--- src/rtl/seri_cikarici.sv ---
// Bit-serial N-bit two's-complement subtractor (fark = sayi1 - sayi2), LSB first,
// one full-subtractor cell plus a borrow flip-flop behind a basla/bitti handshake.
module seri_cikarici #(
    parameter int N = 64
) (
    input  logic         clk,
    input  logic         rst_n,
    input  logic         basla,
    input  logic [N-1:0] sayi1,
    input  logic [N-1:0] sayi2,
    output logic         mesgul,
    output logic         bitti,
    output logic [N-1:0] fark,
    output logic         odunc,
    output logic         tasma
);

    localparam int CW = (N > 1) ? $clog2(N) : 1;

    typedef enum logic [1:0] {
        IDLE,
        RUN,
        DONE
    } state_t;

    state_t         state, state_nx;
    logic [N-1:0]   a_sr, b_sr, r_sr, r_nx;
    logic [CW-1:0]  cnt;
    logic           br, br_nx, d;
    logic           a_msb, b_msb;
    logic           load, last;

    always_comb begin
        d        = a_sr[0] ^ b_sr[0] ^ br;
        br_nx    = (~a_sr[0] & b_sr[0]) | (~(a_sr[0] ^ b_sr[0]) & br);
        last     = (state == RUN) && (cnt == CW'(N - 1));
        load     = (state != RUN) && basla;
        state_nx = state;
        unique case (state)
            IDLE:    if (basla) state_nx = RUN;
            RUN:     if (last)  state_nx = DONE;
            DONE:    state_nx = basla ? RUN : IDLE;
            default: state_nx = IDLE;
        endcase
    end

    // A 1-bit result register has nothing to shift; the slice form would be empty.
    generate
        if (N == 1) begin : g_r_one
            always_comb r_nx = d;
        end else begin : g_r_wide
            always_comb r_nx = {d, r_sr[N-1:1]};
        end
    endgenerate

    always_ff @(posedge clk or negedge rst_n) begin
        if (!rst_n) begin
            state <= IDLE;
            a_sr  <= '0;
            b_sr  <= '0;
            r_sr  <= '0;
            cnt   <= '0;
            br    <= 1'b0;
            a_msb <= 1'b0;
            b_msb <= 1'b0;
            fark  <= '0;
            odunc <= 1'b0;
            tasma <= 1'b0;
        end else begin
            state <= state_nx;
            if (load) begin
                a_sr  <= sayi1;
                b_sr  <= sayi2;
                br    <= 1'b0;
                cnt   <= '0;
                a_msb <= sayi1[N-1];
                b_msb <= sayi2[N-1];
            end else if (state == RUN) begin
                a_sr <= a_sr >> 1;
                b_sr <= b_sr >> 1;
                r_sr <= r_nx;
                br   <= br_nx;
                cnt  <= cnt + 1'b1;
                if (last) begin
                    fark  <= r_nx;
                    odunc <= br_nx;
                    tasma <= (a_msb != b_msb) && (d != a_msb);
                end
            end
        end
    end

    assign mesgul = (state == RUN);
    assign bitti  = (state == DONE);

endmodule

--- config.mk ---
export PLATFORM = sky130hd
export DESIGN_NAME = seri_cikarici
export DESIGN_NICKNAME = d
export VERILOG_FILES = /design/src/rtl/seri_cikarici.sv
export SDC_FILE = /design/constraint.sdc
export NUM_CORES = 1
export LEC_CHECK = 0
export CAP_MARGIN = 15
export CORE_ASPECT_RATIO = 0.5
export CORE_UTILIZATION = 25
export CTS_BUF_LIST = sky130_fd_sc_hd__clkbuf_2 sky130_fd_sc_hd__clkbuf_4 sky130_fd_sc_hd__clkbuf_8
export CTS_CLUSTER_SIZE = 40
export DETAILED_ROUTE_END_ITERATION = 10
export HOLD_SLACK_MARGIN = 0.02
export PLACE_DENSITY = 0.54
export REMOVE_ABC_BUFFERS = 1
export SETUP_SLACK_MARGIN = 0.2
export SKIP_CTS_REPAIR_TIMING = 1
export SYNTH_ARGS = -nofsm -noshare
export SYNTH_HDL_FRONTEND = slang
export SYNTH_SLANG_ARGS = --single-unit
--- constraint.sdc ---
create_clock -name clk -period 3 [get_ports clk]
set_clock_uncertainty 0.2 [all_clocks]
set_input_delay 0.3 -clock clk [delete_from_list [all_inputs] [get_ports clk]]
set_output_delay 0.3 -clock clk [all_outputs]
set_load 0.1 [all_outputs]
## Word-level counts from Yosys, hierarchy flattened

Cells that the tools add are included.

- Flip-flop bits (word level): 269
- Logic and storage cells: 48

- $add $sub $neg: 1
- Equality and inequality tests: 8
- Muxes and demuxes: 12
- Bitwise operators: 8
- Reductions and logical operators: 8

Operators by type and width:

| operator | count |
|---|---|
| $mux W64 | 4 |
| $mux W6 | 2 |
| $add A6 B1 Y6 const B | 1 |
| $eq A6 B6 Y1 const B | 1 |
| $pmux W2 S3 | 1 |
| $mux W2 | 2 |
| $ne A2 B1 Y1 const B | 2 |
| $reduce_and A2 Y1 | 2 |
| $logic_and A1 B1 Y1 | 3 |
| $mux W1 | 3 |
| $not A1 Y1 | 3 |
| $reduce_and A3 Y1 | 1 |
| $and A1 B1 Y1 | 2 |
| $eq A2 B1 Y1 const B | 1 |
| $eq A2 B2 Y1 const B | 1 |
| $logic_not A2 Y1 | 1 |
| $ne A1 B1 Y1 | 2 |
| $ne A2 B2 Y1 const B | 1 |
| $reduce_bool A2 Y1 | 1 |
| $xor A1 B1 Y1 | 2 |
| $or A1 B1 Y1 | 1 |

## Longest topological paths before layout

- Depth after elaboration: 6
- Mapped depth: 7
- Gate-level depth less buffers: 5

## Least setup slack after synthesis

No wires, ideal clock.

- Path kind: register -> output
- Start point: register state[0]
- End point: output port bitti
- Data arrival time: 1.727 ns
- Data required time: 2.500 ns
- Path slack: 0.773 ns
- Stages on the path, launching flop included: 2
- Buffers on the path: 0
- Path through: dfrtp_1 nor2b_1

- Cells in the longest elaborated chain, start to end: 1

RTL lines:

| what | line | source |
|---|---|---|
| start, declared | 26 | `state_t state, state_nx;` |
| start signal, assigned | 70 | `state <= state_nx;` |
| $eq A2 B2 Y1 | 94 | `assign bitti = (state == DONE);` |
| end, declared | 12 | `output logic bitti,` |

Every way passes these cells.

## Worst setup path after layout

- Start point: register state[1]
- End point: output port mesgul

- Cells in the longest elaborated chain, start to end: 1

RTL lines:

| what | line | source |
|---|---|---|
| $eq A2 B1 Y1 | 93 | `assign mesgul = (state == RUN);` |
| end, declared | 11 | `output logic mesgul,` |

Every way passes these cells.

==> impl_metrics.toml <==
[status]
status = "completed"

[setup_path]
worstSetupEndpointType = "output pin"
cpMaxStageDelayCell = "inv_8"
critical_path_peak_fanout = 103
required_ns = 2.50
path_delay_family = "buffers and inverters"
worst-path-buf-inv = 2
crit_type = "reg -> out"
worstPathCellList = "nand2b_2 > inv_8 > buf_12"
start_kind = "register"
r2r_setup_slack_ns = 0.79
arrival_ns = 2.02
critPathMaxStageDelay_ns = 0.42

[global_route]
antenna_found_initial = 6
grt_usage = 0.118
grt_overflow = 0
grt_max_degree = 104
grt.busiest_layer = "met2"
met3_usage = 0.0201
met1_usage = 0.138
met2_usage = 0.214
grt_pass1_wl_um = 43900
grt_pass1_vias = 8040

[sta]
finalHoldViolations = 0
tightest_slew_ns = 0.717
rsz0062_at_grt = "false"
final_min_period_over_clock_period = 0.840
max_slew_margin = 0.522
setup_viol = 0
timing.final.crit_period_ns = 2.52
maxSlewViolCount = 0
fmax_mhz = 397

[cells_and_area]
n_fill_cell = 4453
fin_cells = 1834
final_nets = 1342
drive_above_1_share = 0.187
area_growth_pct = 30.0

[synthesis]
synth_warnings = 0
syn_inst = 1012
synthMuxAreaShare = 0.193
synth_top_family_by_area = "multiplexers"
yosys_most_used_dff = "dfrtp_1"
synth-compound-area-share = 0.0598
synth_fa_ha_area_frac = 0.00288
synth_edf_count = 0
ys_seq_area_frac = 0.593
async_reset_ff_frac = 1.00
ys_ff_latch = 268
synth-xor-area-share = 0.000775
synth_simple_gate_area_frac = 0.115
avgSynthCellArea_um2 = 11.2
ys_types = 26
syn_area_um2 = 11300

[power]
vdd_ir_drop_max_mv = 0.248
p_per_area_nw_per_um2 = 626
leakage_nw = 6.83
p_total_w = 0.00920

[detailed_routing]
viasPerCell = 4.17
wire_per_inst_um = 14.7
antenna_left = 0
dr.pass1.iters = 5
drt_iter0_markers = 429
vias = 7653
route.detailed.drc = 0
wirelength_um = 27000

[clock_network]
cts_root_buffer = "clkbuf_8"
clk_latency_ns = 0.56
cts_made_buffers = 45
cts_buffer_depth = 3
cts_tree = "yes"
htree_levels = 2
path_clk_slew_ns = 0.06
clock-sinks = 268

[placement]
place_congestion = 0.760
dp_cells = 1749
io_buffers = 198
hpwl_um = 18200

[die]
die_y_um = 152
die_area_um2 = 46100
ioPinCount = 199
dieWidth_um = 303
core_um2 = 44100
rows = 54
start_util = 0.257

[flow_run]
drv_cap = 0

[hold_path]
hold_path.class = "in -> async"
## placed cells by master (no fill, tap or decap), drive strengths merged
master         instances
ha                     1
clkdlybuf4s50        128
nand3b                 1
nor2                   3
diode                  6
nand2                321
clkinvlp               1
nor3                   2
dlygate4sd3            1
o21ai                135
mux2                  68
dfrtp                268
xor2                   1
inv                    5
clkbuf                77
nand2b                 2
nor2b                  1
buf                   86
fa                     1
mux2i                132
nand3                  6
## cells by family after synthesis
group | count (synthesis)
and+or+nand+nor | 336
DFF | 268
muxes | 200
AOI/OAI and AO/OA | 135
buffers and inverters | 70
adders and majority gates | 2
xor gates and xnor gates | 1
## per-layer routing
layer	vias up	wire length, um
met5	-	0
met4	0	538
met3	45	709
met2	79	14600
met1	3756	11100
li1	3773	-
## registers in the layout (all words and copies together), names as in the netlist
register and cells:
a_sr 64, b_sr 64, fark 64, r_sr 63
cnt 6, state 2, a_msb 1, b_msb 1
br 1, odunc 1, tasma 1
## layout make-up
type                    count  area, um2  share of cell area
clock buffers              77        953              0.0649
well taps                 588        736              0.0501
repair buffers            215       2060               0.140
multi-input cells         674       4190               0.285
clock inverters             1       7.51            0.000511
inverters                   5       26.3             0.00179
diodes                      6       15.0             0.00102
flip-flops and latches    268       6710               0.456
## power by group
part / switching (W) / total, W / internal [W]
clock network: 0.00144 / 0.00342 / 0.00198
registers: 0.000356 / 0.00456 / 0.00420
logic: 0.000651 / 0.00123 / 0.000575
total: 0.00245 / 0.00920 / 0.00676
## through the flow
stage               utilization  hold WS [ns]  setup WS (ns)  TNS (ns)  area [um2]
detailed placement        0.311        0.0789          0.791         0       13700
finish                    0.334        0.0740          0.481         0       14700
global route              0.334        0.0906          0.335         0       14700
floorplan                     -        -0.196          -1.56   -349.83       10900
global placement          0.311        0.0718          0.829         0       13700
CTS                       0.333        -0.521          0.431         0       14700
## cell usage after synthesis (3+ instances only)
cell      instances  area, um2
nand2_1         321       1200
dfrtp_1         268       6710
o21ai_0         135        676
mux2i_1         132       1320
mux2_2           40        450
buf_2            26        130
mux2_4           25        375
clkbuf_1         20       75.1
buf_4            14        105
nand3_1           6       30.0
inv_1             4       15.0
buf_12            3       60.1
mux2_1            3       33.8
nor2_1            3       11.3
## final timing paths
path | cells past startpoint | end | from
worst max register to register | 4 | fark[40] | state[1]
max in group asynchronous | 3 | b_sr[30] | rst_n
worst max-delay path | 3 | mesgul | state[1]
worst min register to register | 2 | b_sr[44] | b_sr[45]
worst min-delay path | 2 | a_sr[45] | rst_n
min in group clk | 3 | a_sr[10] | basla
## worst reg2reg max path, cell delays in order, from the launching register on
cell and delay (ns):
dfrtp_1 0.37, nand2b_2 0.34, nor3_4 0.42, buf_4 0.37
mux2_2 0.39
Note: power is estimated with default switching activity, not from simulation.
